**src/rtl/mram_burst_seq_if.sv**
```systemverilog
// mram_burst_seq_if: request, address-beat handshake and status signals of the MRAM burst sequencer
//   master: the sequencer side, which takes requests and drives the address beats and status
//   slave : the environment side, which issues requests and consumes the address beats
interface mram_burst_seq_if #(
  parameter int ADDR_W = 16,
  parameter int LEN_W  = 8
);
  logic              start;
  logic              mode_sel;
  logic              burst_type;
  logic [ADDR_W-1:0] start_addr;
  logic [LEN_W-1:0]  burst_len;
  logic              abort;
  logic [ADDR_W-1:0] addr_out;
  logic              addr_valid;
  logic              addr_ready;
  logic              last;
  logic              busy;
  logic              done;
  logic              aborted;
  logic [LEN_W-1:0]  beats_left;
  modport master (
    input  start, mode_sel, burst_type, start_addr, burst_len, abort, addr_ready,
    output addr_out, addr_valid, last, busy, done, aborted, beats_left
  );
  modport slave (
    output start, mode_sel, burst_type, start_addr, burst_len, abort, addr_ready,
    input  addr_out, addr_valid, last, busy, done, aborted, beats_left
  );
endinterface

```
**src/rtl/mram_burst_seq.sv**
```systemverilog
// mram_burst_seq: issues one address per beat (single, INCR or WRAP burst) over a valid/ready handshake
//   clk, rst : rising-edge clock, asynchronous active-high reset
//   bus      : request inputs, addr_out/addr_valid/addr_ready beat handshake, last/busy/done/aborted/beats_left status
module mram_burst_seq #(
  parameter int ADDR_W    = 16,
  parameter int LEN_W     = 8,
  parameter int WRAP_LOG2 = 2
) (
  input  logic                 clk,
  input  logic                 rst,
  mram_burst_seq_if.master     bus
);
  typedef enum logic [1:0] {IDLE, ISSUE, DONE} state_t;
  state_t             r_state, w_state;
  logic [ADDR_W-1:0]  r_addr, w_addr, w_incr, w_wrapped;
  logic [LEN_W-1:0]   r_left, w_left, w_len_eff;
  logic               r_valid, w_valid, r_last, w_last, r_busy, w_busy;
  logic               r_done, w_done, r_aborted, w_aborted, r_wrap, w_wrap, w_acc;
  assign w_len_eff = (bus.mode_sel && bus.burst_len != '0) ? bus.burst_len : LEN_W'(1);
  assign w_acc     = r_valid & bus.addr_ready;
  assign w_incr    = r_addr + ADDR_W'(1);
  // WRAP keeps the upper bits and cycles only the low WRAP_LOG2 bits
  assign w_wrapped = {r_addr[ADDR_W-1:WRAP_LOG2], WRAP_LOG2'(r_addr[WRAP_LOG2-1:0] + WRAP_LOG2'(1))};
  always_comb begin
    w_state   = r_state;
    w_addr    = r_addr;
    w_left    = r_left;
    w_valid   = r_valid;
    w_last    = r_last;
    w_busy    = r_busy;
    w_wrap    = r_wrap;
    w_done    = 1'b0;
    w_aborted = 1'b0;
    case (r_state)
      IDLE: if (bus.start) begin
        w_state = ISSUE;
        w_addr  = bus.start_addr;
        w_left  = w_len_eff;
        w_valid = 1'b1;
        w_last  = w_len_eff == LEN_W'(1);
        w_busy  = 1'b1;
        w_wrap  = bus.mode_sel & bus.burst_type;
      end
      ISSUE: if (bus.abort) begin
        w_state   = IDLE;
        w_valid   = 1'b0;
        w_last    = 1'b0;
        w_busy    = 1'b0;
        w_left    = '0;
        w_aborted = 1'b1;
      end else if (w_acc) begin
        w_state = r_last ? DONE : ISSUE;
        w_valid = !r_last;
        w_done  = r_last;
        w_left  = r_last ? '0 : r_left - LEN_W'(1);
        w_last  = !r_last && r_left == LEN_W'(2);
        w_addr  = r_last ? r_addr : (r_wrap ? w_wrapped : w_incr);
      end
      default: begin
        w_state = IDLE;
        w_busy  = 1'b0;
      end
    endcase
  end
  always_ff @(posedge clk or posedge rst) begin
    if (rst) begin
      r_state   <= IDLE;
      r_addr    <= '0;
      r_left    <= '0;
      r_valid   <= 1'b0;
      r_last    <= 1'b0;
      r_busy    <= 1'b0;
      r_done    <= 1'b0;
      r_aborted <= 1'b0;
      r_wrap    <= 1'b0;
    end else begin
      r_state   <= w_state;
      r_addr    <= w_addr;
      r_left    <= w_left;
      r_valid   <= w_valid;
      r_last    <= w_last;
      r_busy    <= w_busy;
      r_done    <= w_done;
      r_aborted <= w_aborted;
      r_wrap    <= w_wrap;
    end
  end
  assign bus.addr_out   = r_addr;
  assign bus.addr_valid = r_valid;
  assign bus.last       = r_last;
  assign bus.busy       = r_busy;
  assign bus.done       = r_done;
  assign bus.aborted    = r_aborted;
  assign bus.beats_left = r_left;
endmodule

```
**src/flat_wrapper.sv**
```systemverilog
// flat-port wrapper written by rule: the top's interface ports become plain ports
module mram_burst_seq_flat 
#(
  parameter int ADDR_W    = 16,
  parameter int LEN_W     = 8,
  parameter int WRAP_LOG2 = 2
)
  (clk, rst, bus_start, bus_mode_sel, bus_burst_type, bus_start_addr, bus_burst_len, bus_abort, bus_addr_ready, bus_addr_out, bus_addr_valid, bus_last, bus_busy, bus_done, bus_aborted, bus_beats_left);
  mram_burst_seq_if #(.ADDR_W(ADDR_W), .LEN_W(LEN_W)) bus_i ();
  input  logic clk;
  input  logic rst;
  input wire logic [$bits(bus_i.start)-1:0] bus_start;
  input wire logic [$bits(bus_i.mode_sel)-1:0] bus_mode_sel;
  input wire logic [$bits(bus_i.burst_type)-1:0] bus_burst_type;
  input wire logic [$bits(bus_i.start_addr)-1:0] bus_start_addr;
  input wire logic [$bits(bus_i.burst_len)-1:0] bus_burst_len;
  input wire logic [$bits(bus_i.abort)-1:0] bus_abort;
  input wire logic [$bits(bus_i.addr_ready)-1:0] bus_addr_ready;
  output wire logic [$bits(bus_i.addr_out)-1:0] bus_addr_out;
  output wire logic [$bits(bus_i.addr_valid)-1:0] bus_addr_valid;
  output wire logic [$bits(bus_i.last)-1:0] bus_last;
  output wire logic [$bits(bus_i.busy)-1:0] bus_busy;
  output wire logic [$bits(bus_i.done)-1:0] bus_done;
  output wire logic [$bits(bus_i.aborted)-1:0] bus_aborted;
  output wire logic [$bits(bus_i.beats_left)-1:0] bus_beats_left;
  assign bus_i.start = bus_start;
  assign bus_i.mode_sel = bus_mode_sel;
  assign bus_i.burst_type = bus_burst_type;
  assign bus_i.start_addr = bus_start_addr;
  assign bus_i.burst_len = bus_burst_len;
  assign bus_i.abort = bus_abort;
  assign bus_i.addr_ready = bus_addr_ready;
  assign bus_addr_out = bus_i.addr_out;
  assign bus_addr_valid = bus_i.addr_valid;
  assign bus_last = bus_i.last;
  assign bus_busy = bus_i.busy;
  assign bus_done = bus_i.done;
  assign bus_aborted = bus_i.aborted;
  assign bus_beats_left = bus_i.beats_left;
  mram_burst_seq #(.ADDR_W(ADDR_W), .LEN_W(LEN_W), .WRAP_LOG2(WRAP_LOG2)) u_core (.clk(clk), .rst(rst), .bus(bus_i));
endmodule
```
**config.mk**
```make
export PLATFORM = sky130hd
export DESIGN_NAME = mram_burst_seq_flat
export DESIGN_NICKNAME = d
export VERILOG_FILES = /design/src/rtl/mram_burst_seq_if.sv /design/src/rtl/mram_burst_seq.sv /design/src/flat_wrapper.sv
export SDC_FILE = /design/constraint.sdc
export NUM_CORES = 1
export LEC_CHECK = 0
export ABC_AREA = 1
export BUFFER_PORTS_ARGS = -buffer_cell sky130_fd_sc_hd__buf_2
export CAP_MARGIN = 25
export CORE_AREA = 2 2 71 106
export CTS_BUF_LIST = sky130_fd_sc_hd__clkbuf_4 sky130_fd_sc_hd__clkbuf_8 sky130_fd_sc_hd__clkbuf_16
export DETAILED_ROUTE_END_ITERATION = 8
export DIE_AREA = 0 0 73 108
export PLACE_DENSITY_LB_ADDON = 0.05
export SKIP_CTS_REPAIR_TIMING = 1
export SLEW_MARGIN = 20
export SYNTH_ARGS = -nofsm -noshare
export SYNTH_HDL_FRONTEND = slang
export SYNTH_SLANG_ARGS = --single-unit
```
**constraint.sdc**
```tcl
create_clock -name clk -period 2.6 [get_ports clk]
set_input_delay 0.39 -clock clk [delete_from_list [all_inputs] [get_ports clk]]
set_output_delay 0.39 -clock clk [all_outputs]
set_load 0.03 [all_outputs]
```
==> results.toml, run 1 <==
[timing]
relSlewSlack_pct = 66.9
slew_viol_final = 0
setup_violations = 0
fin_tns_setup_ns = 0
rsz0062_at_grt = "no"
worstMarginPinSlew_ns = 0.493
min_period_over_period_pct = 67.5
holdWs_ns = 0.192
skew_ns = 0.0109
fmaxAchievable_ghz = 0.569
finalCriticalPeriod_ns = 1.76
hold_violations = 0

[yosys]
synth_cell_types = 31
synth_top_area_cell = "dfrtp_1"
synth_top_area_share_pct = 37.1
avgSynthCellArea_um2 = 6.88
yosys_warnings = 0
syn_nets = 348
yosysSeqAreaShare_pct = 37.1
syn_area_mm2 = 0.00216
synth_cells = 314
synthTopCellsByArea = "dfrtp_1 37%, nand2_1 13%, nor2_1 8.5%"
ys_seq_elements = 32

[min_path]
min_path_type = "in -> async"

[grt]
antenna_found_initial = 0
grt_pass1_vias = 2186
grt_max_degree = 33
grt_use_total_pct = 16.9
grt-ovfl-total = 0
grt_pass1_wl_um = 10200

[clocking]
cts_sinks = 32
h-tree-depth = 2
clock_path_buffers = 2
root_buffer = "clkbuf_8"
cts_made_buffers = 5
clk_pin_slew_ns = 0.08
tritoncts = "done"
clk-insertion-delay-late_ns = 0.29

[final_layout]
antennaDiodeCount = 0
fillers = 753
fin_nets = 408
fin_util_pct = 38.0
layout-drive-gt1-share_pct = 22.9
syn_to_final_growth_pct = 21.5

[placed_design]
hpwlAfterDp_um = 4770
port_buffers = 59
place.gp.congestion = 0.794

[detailed_routing]
drc_errors = 0
vias_per_cell = 4.86
wl_per_cell_um = 13.8
antenna_left = 0
drt_wl_total_um = 6250
drtIter0Drc = 114
dr.pass1.iters = 4
vias = 2200

[floorplanning]
die_h_um = 108
coreArea_mm2 = 0.00690
initial_utilization_pct = 31.3
rows = 37
fp.dieW_um = 73
dieArea_mm2 = 0.00788
num_io_pins = 60

[critical_path]
cp_data_arrival_time_ns = 1.97
slowest_delay_ns = 0.43
cp-start-kind = "flip-flop"
crit_required_ns = 2.81
crit_chain = "nor2_4 -> nand2_4 -> o21ai_4 -> nand2_4 -> inv_2 -> nor2_1 -> a21oi_1"
path_max_fanout = 16
criticalPathCategory = "reg -> reg"
critPathMostFrequentCell = "nand2_4"
slowest_stage = "dfrtp_1"
critPathCaptureType = "flip-flop"

[power]
vdd_ir_drop_max_mv = 0.460
p_per_area_mw_per_mm2 = 1370
p_leak_nw = 1.39

[run_status]
status = "finished, final reports clean"

[run]
drv_cap = 0
cells in the mapped netlist:
library cell  number
a21oi_1           16
a21oi_2            7
a22oi_1            3
a31oi_1            2
and2_1             1
buf_2              2
buf_4              2
buf_6              2
clkbuf_1           2
dfrtp_1           32
ha_1               3
inv_1             43
inv_2              3
nand2_1           72
nand2_2            1
nand2_4            2
nand3_1           30
nand3_2            1
nand3b_1           1
nand4_1            8
nor2_1            49
nor2_4             1
nor3_1             5
nor3_4             1
o21a_1             1
o21ai_0           10
o21ai_1            6
o21ai_4            1
o21bai_1           5
o31ai_1            1
xor2_1             1
registers in the layout, summed over array words and instances, names as in the netlist:
| signal | count |
|---|---|
| u_core.bus.addr_valid | 1 |
| u_core.bus.busy | 1 |
| u_core.bus.last | 1 |
| u_core.bus.addr_out | 16 |
| u_core.bus.beats_left | 8 |
| u_core.bus.done | 1 |
| u_core.r_wrap | 1 |
| u_core.bus.aborted | 1 |
| u_core.r_state | 2 |
kinds of logic after synthesis:
group	after synthesis	share of synthesized area [%]
simple gates	172	35.2
flops	32	37.1
fa+ha+maj	3	1.74
compound gates	52	15.1
buf+inv	54	10.5
xor+xnor	1	0.406
worst max-delay path, delay by kind of cell (launching register included):
family / cells / cell delay [ns]
simple gates: 4 / 0.71
flops: 1 / 0.43
compound gates: 2 / 0.28
buf+inv: 1 / 0.26
stage by stage:
step	setup slack [ns]	area [um^2]	power [mW]	std cells
floorplan	1.04	2160	2.59	314
global placement	0.864	2510	3.13	445
detailed placement	0.812	2510	3.13	445
CTS	0.788	2620	3.65	453
global route	0.583	2620	3.93	453
finish	0.844	2620	3.60	453
per-layer routing:
metal	part of all wire [%]	up-vias	GRT usage, %	wire length [um]
met2	53	54	31.9	3300
li1	-	1133	-	-
met5	0	-	0	0
met3	3.8	10	2.61	235
met4	2.0	0	5.95	126
met1	41	1003	18.7	2580
area by class of cell:
type / count / area [um^2] / share of cell area [%]
clock inverters: 2 / 35.0 / 1.34
multi-input cells: 228 / 1130 / 43.1
well taps: 78 / 97.6 / 3.72
clock buffers: 6 / 76.3 / 2.91
repair buffers: 61 / 310 / 11.8
inverters: 46 / 173 / 6.58
flip-flops and latches: 32 / 801 / 30.5
layout by cell type, fill, tap and decap left out:
master	n
clkbuf_4	1
nor3_4	1
nand2_1	72
nand2_4	2
a22oi_1	3
nor2_4	1
nand2_2	1
a31oi_1	2
inv_1	43
nor2_1	49
o21ai_1	6
o31ai_1	1
nor3_1	5
dfrtp_1	32
clkbuf_8	5
clkinv_2	1
a21oi_2	7
and2_1	1
nand3_1	30
xor2_1	1
nand3_2	1
o21ai_4	1
ha_1	3
a21oi_1	16
nand3b_1	1
nand4_1	8
buf_4	2
o21bai_1	5
buf_2	59
inv_2	3
bufinv_16	1
o21ai_0	10
o21a_1	1
report_power, final:
group / internal [mW] / switching, mW / total [mW]
Clock: 0.295 / 0.206 / 0.502
Sequential: 0.734 / 0.271 / 1.00
Combinational: 0.629 / 1.46 / 2.09
path summary, 6_finish.rpt:
path | from | end | slack [ns] | depth (start not counted)
worst max register to register | u_core.r_state[1]$_DFFE_PP0P_ | u_core.bus.addr_out[13]$_DFFE_PP0P_ | 0.84 | 7
worst min register to register | u_core.bus.addr_valid$_DFFE_PP0P_ | u_core.bus.addr_valid$_DFFE_PP0P_ | 0.49 | 2
max in group asynchronous | rst | u_core.bus.addr_out[9]$_DFFE_PP0P_ | 2.09 | 3
worst min-delay path | rst | u_core.bus.beats_left[2]$_DFFE_PP0P_ | 0.19 | 3
min in group clk | bus_burst_type | u_core.r_wrap$_DFFE_PP0P_ | 0.35 | 3
worst max-delay path | u_core.r_state[1]$_DFFE_PP0P_ | u_core.bus.addr_out[13]$_DFFE_PP0P_ | 0.84 | 7
(Power assumes the default switching activity.)
==> run 2, diff against run 1 <==
Clock period 2.6 ns to 1.4 ns, I/O delays scaled along.
==> results.toml, run 2 (synthesized netlist as in run 1, its figures left out) <==
[run_status]
status = "finished with violations"
violations = "negative setup slack"

[power]
p_leak_nw = 1.60
p_per_area_mw_per_mm2 = 2570
vdd_ir_drop_max_mv = 1.36

[timing]
setup_violations = 2
timing.final.ws_setup_ns = -0.0142
worstMarginPinSlew_ns = 0.449
fin_tns_setup_ns = -0.0175
hold_violations = 0
relSlewSlack_pct = 70.1
min_period_over_period_pct = 101
finalCriticalPeriod_ns = 1.41
skew_ns = 0.00569
holdWs_ns = 0.0115
slew_viol_final = 0
fmaxAchievable_ghz = 0.707
rsz0062_at_grt = "yes"

[critical_path]
slowest_delay_ns = 0.37
cp-start-kind = "flip-flop"
crit_required_ns = 1.57
reg2regPathDepth = 8
criticalPathCategory = "reg -> reg"
critPathMostFrequentCell = "nand2_4"
r2r_setup_slack_ns = -0.01
crit_chain = "inv_2 -> nor2_4 -> nand2_4 -> o21ai_4 -> nand2_4 -> buf_12 -> nor2_1 -> a21oi_2"
crit_end = "u_core.bus.addr_out[8]$_DFFE_PP0P_"
slowest_stage = "dfrtp_1"
r2r-start = "u_core.r_state[0]$_DFFE_PP0P_"
crit_path_start = "u_core.r_state[0]$_DFFE_PP0P_"
critPathCaptureType = "flip-flop"
r2r_end = "u_core.bus.addr_out[8]$_DFFE_PP0P_"
cp_data_arrival_time_ns = 1.59
path_max_fanout = 5

[clocking]
tritoncts = "done"
clk_pin_slew_ns = 0.07
cts_made_buffers = 5
clk-insertion-delay-late_ns = 0.28
root_buffer = "clkbuf_8"
cts_sinks = 32
clock_path_buffers = 2
h-tree-depth = 2

[floorplanning]
fp.dieW_um = 73
dieArea_mm2 = 0.00788
rows = 37
coreArea_mm2 = 0.00690
num_io_pins = 60
die_h_um = 108
initial_utilization_pct = 31.3

[final_layout]
largest_reg_flops = 16
antennaDiodeCount = 0
fin_nets = 453
layout-drive-gt1-share_pct = 38.3
final_cell_mix = "69 x nand2_1, 59 x buf_2, 43 x buf_4"
layout_commonest_cell = "nand2_1"
syn_to_final_growth_pct = 43.0
finalNonFillerCells = 498
fin_util_pct = 44.8

[placed_design]
place_inst = 483
place.gp.congestion = 0.828
port_buffers = 59
hpwlAfterDp_um = 5460

[grt]
grt_max_degree = 33
grt_pass1_wl_um = 11100
grt-ovfl-total = 0
antenna_found_initial = 0
grt_pass1_vias = 2442
grt_use_total_pct = 18.3

[detailed_routing]
wl_met3_um = 254
route.met2.wl_um = 3890
drt_wl_total_um = 6990
vias_per_cell = 4.90
wl_met1_um = 2720
antenna_left = 0
dr.pass1.iters = 4
drc_errors = 0
highest_layer = "met4"
drtIter0Drc = 57
wl_per_cell_um = 14.0
vias = 2438

[min_path]
min_path_type = "in -> async"

[run]
drv_cap = 0
-- run 2: layer usage --
layer | up-vias | track usage, %
met2 | 65 | 34.6
met5 | - | 0
met4 | 0 | 7.54
met1 | 1142 | 19.4
met3 | 10 | 2.89
li1 | 1221 | -
-- run 2: worst min path at each step --
stage | cells past startpoint | slack, ns | from | to
5_1_grt | 3 | 0.05 | rst | u_core.bus.beats_left[0]$_DFFE_PP0P_
6_report | 3 | 0.01 | rst | u_core.bus.beats_left[7]$_DFFE_PP0P_
4_1_cts | 3 | 0.03 | rst | u_core.bus.beats_left[7]$_DFFE_PP0P_
3_5_place_dp | 3 | 0.34 | rst | u_core.bus.beats_left[7]$_DFFE_PP0P_
2_1_floorplan | 1 | 0.28 | bus_abort | u_core.bus.done$_DFF_PP0_
3_3_place_gp | 3 | 0.33 | rst | u_core.bus.beats_left[1]$_DFFE_PP0P_
-- run 2: cell type report --
type / instances / area, um^2
clock buffer: 8 / 104
fill: 735 / 3810
inverter: 46 / 175
multi-input combinational: 229 / 1240
sequential: 32 / 810
tap: 78 / 97.6
timing repair buffer: 105 / 661
-- run 2: power breakdown --
part | switching, mW | internal, mW | total (mW) | leakage (nW)
Clock | 0.356 | 0.469 | 0.825 | 0.0549
Sequential | 0.413 | 1.38 | 1.79 | 0.380
Combinational | 3.27 | 2.05 | 5.31 | 1.17
-- run 2: worst max-delay path: cells and delay by family (launching register included) --
kind,cells,cell delay [ns]
compound gates,2,0.24
buf+inv,2,0.21
simple gates,4,0.47
flops,1,0.37
-- run 2: metrics by stage --
stage | instance area [um^2] | power (mW) | setup slack [ns]
after global placement | 2830 | 6.73 | -0.0416
after global routing | 3090 | 8.63 | -0.0911
after detailed placement | 2830 | 6.74 | -0.0638
final | 3090 | 7.93 | -0.0142
after floorplan | 2180 | 4.87 | 0.0117
after CTS | 2940 | 7.60 | -0.0810
==> run 3, diff against run 2 <==
Settings changed: ABC_AREA 1 to not set, CORE_AREA 2 2 71 106 to 2 2 67 101, DIE_AREA 0 0 73 108 to 0 0 69 103.
==> results.toml, run 3 <==
[run_status]
status = "finished with violations"
violations = "negative setup slack"

[power]
p_leak_nw = 1.47
p_per_area_mw_per_mm2 = 1990
finalPower_mw = 6.25
vdd_ir_drop_max_mv = 0.888

[placed_design]
place.gp.congestion = 0.790
place_area_mm2 = 0.00281
hpwlAfterDp_um = 4900
port_buffers = 59

[critical_path]
crit_chain = "or4b_4 -> nor3_4 -> nand4_1 -> o211ai_1"
slowest_stage = "or4b_4"
cp_data_arrival_time_ns = 1.89
path_max_fanout = 6
crit_required_ns = 1.60
critPathCaptureType = "flip-flop"
slowest_delay_ns = 0.60
cp-start-kind = "flip-flop"
criticalPathCategory = "reg -> reg"

[grt]
antenna_found_initial = 0
grt_use_total_pct = 18.7
grt_pass1_wl_um = 10600
grt_pass1_vias = 2192
grt-ovfl-total = 0
grt_max_degree = 33

[detailed_routing]
drt_wl_total_um = 6530
antenna_left = 0
drc_errors = 0
dr.pass1.iters = 4
vias_per_cell = 5.32
wl_per_cell_um = 15.5
vias = 2246
drtIter0Drc = 96

[final_layout]
layout-drive-gt1-share_pct = 52.6
largest_reg_flops = 16
final_cell_mix = "61 x buf_4, 59 x buf_2, 21 x dfrtp_1"
fin_area_mm2 = 0.00315
fillers = 635
multi_input_area_mm2 = 0.00122
fin_nets = 379
antennaDiodeCount = 0
syn_to_final_growth_pct = 61.5
layout_commonest_cell = "buf_4"
ff_latch_area_um2 = 815

[yosys]
yosysSeqAreaShare_pct = 41.1
async_flop_share_pct = 100
synth_flop_cell = "dfrtp_1"
avgSynthCellArea_um2 = 8.82
syn_nets = 255
synth_cells = 221
synth_commonest_cells = "32 x dfrtp_1, 19 x nand2_1, 16 x o21ai_0, 15 x a21oi_1, 15 x nor2_1"
synthTopCellsByArea = "dfrtp_1 41%, o21ai_0 4.1%, a21oi_1 3.9%"
syn_area_mm2 = 0.00195
synth_edf_count = 0
yosysMostFrequentCell = "dfrtp_1"
synth_cell_types = 49
yosys_warnings = 0
ys_seq_elements = 32
synth_top_area_cell = "dfrtp_1"
synth_top_area_share_pct = 41.1

[clocking]
cts_made_buffers = 5
h-tree-depth = 2
root_buffer = "clkbuf_8"
clk_pin_slew_ns = 0.07
cts_sinks = 32
tritoncts = "done"
clk-insertion-delay-late_ns = 0.29
clock_path_buffers = 2

[floorplanning]
coreArea_mm2 = 0.00631
fp.dieW_um = 69
num_io_pins = 60
rows = 36
initial_utilization_pct = 30.9
dieArea_mm2 = 0.00711
die_h_um = 103

[timing]
setup_violations = 25
worstMarginPinSlew_ns = 0.431
min_period_over_period_pct = 120
slew_viol_final = 0
timing.final.ws_setup_ns = -0.285
finalCriticalPeriod_ns = 1.69
fmaxAchievable_ghz = 0.593
skew_ns = 0.00895
relSlewSlack_pct = 71.3
hold_violations = 0
rsz0062_at_grt = "yes"

[run]
drv_cap = 0

[min_path]
min_path_type = "in -> async"
run 3: worst max-delay path: cells and delay by family (launching register included):
kind / cells / cell delay (ns)
flip-flops: 1 / 0.48
AND/OR/NAND/NOR: 3 / 0.95
AO/OA/AOI/OAI: 1 / 0.17
run 3: area by class of cell:
class	count	area share, %
multi-input cells	166	38.8
well taps	76	3.02
inverters	11	1.31
clock inverters	2	0.318
flip-flops and latches	32	25.9
clock buffers	6	2.62
repair buffers	129	28.0
run 3: cell families (layout without fill, tap and decap cells):
kind of cell               Yosys count  in the layout  share of synthesized area, %
AOI/OAI and AO/OA                   74             74                          24.9
buffers and inverters               23            148                          5.20
muxes                                2              2                          1.09
DFF                                 32             32                          41.1
and+or+nand+nor                     87             87                          25.8
adders and majority gates            3              3                          1.93
run 3: power by group:
group          internal, mW  switching, mW
Combinational          1.68           2.18
Clock                 0.392          0.360
Sequential             1.30          0.339
run 3: worst paths after layout:
| path | start | slack (ns) | endpoint | cells past startpoint |
|---|---|---|---|---|
| min in group clk | bus_start_addr[9] | 0.14 | u_core.bus.addr_out[9]$_DFFE_PP0P_ | 3 |
| min reg2reg | u_core.bus.busy$_DFFE_PP0P_ | 0.52 | u_core.bus.busy$_DFFE_PP0P_ | 2 |
| max reg2reg | u_core.r_state[1]$_DFFE_PP0P_ | -0.29 | u_core.bus.addr_out[10]$_DFFE_PP0P_ | 4 |
| max in group asynchronous | rst | 1.06 | u_core.bus.addr_out[1]$_DFFE_PP0P_ | 3 |
| min | rst | 0.003 | u_core.bus.addr_out[12]$_DFFE_PP0P_ | 3 |
| max | u_core.r_state[1]$_DFFE_PP0P_ | -0.29 | u_core.bus.addr_out[10]$_DFFE_PP0P_ | 4 |
run 3: routing by layer:
metal / GRT usage (%) / part of all wire, % / vias up
met3: 2.93 / 4.1 / 9
met1: 21.1 / 40 / 1088
li1: - / - / 1091
met4: 6.18 / 1.4 / 0
met5: 0 / 0 / -
met2: 35.9 / 55 / 58
run 3: through the flow:
stage | util, % | instances | setup TNS, ns | hold WS [ns] | worst slack [ns]
finish | 49.9 | 422 | -4.74 | 0.00324 | -0.285
detailed placement | 44.6 | 407 | -7.92 | 0.333 | -0.413
floorplan | - | 221 | -4.68 | 0.283 | -0.306
global placement | 44.6 | 407 | -6.89 | 0.332 | -0.377
global route | 49.9 | 422 | -6.82 | 0.0562 | -0.364
CTS | 46.1 | 415 | -8.43 | 0.0191 | -0.450
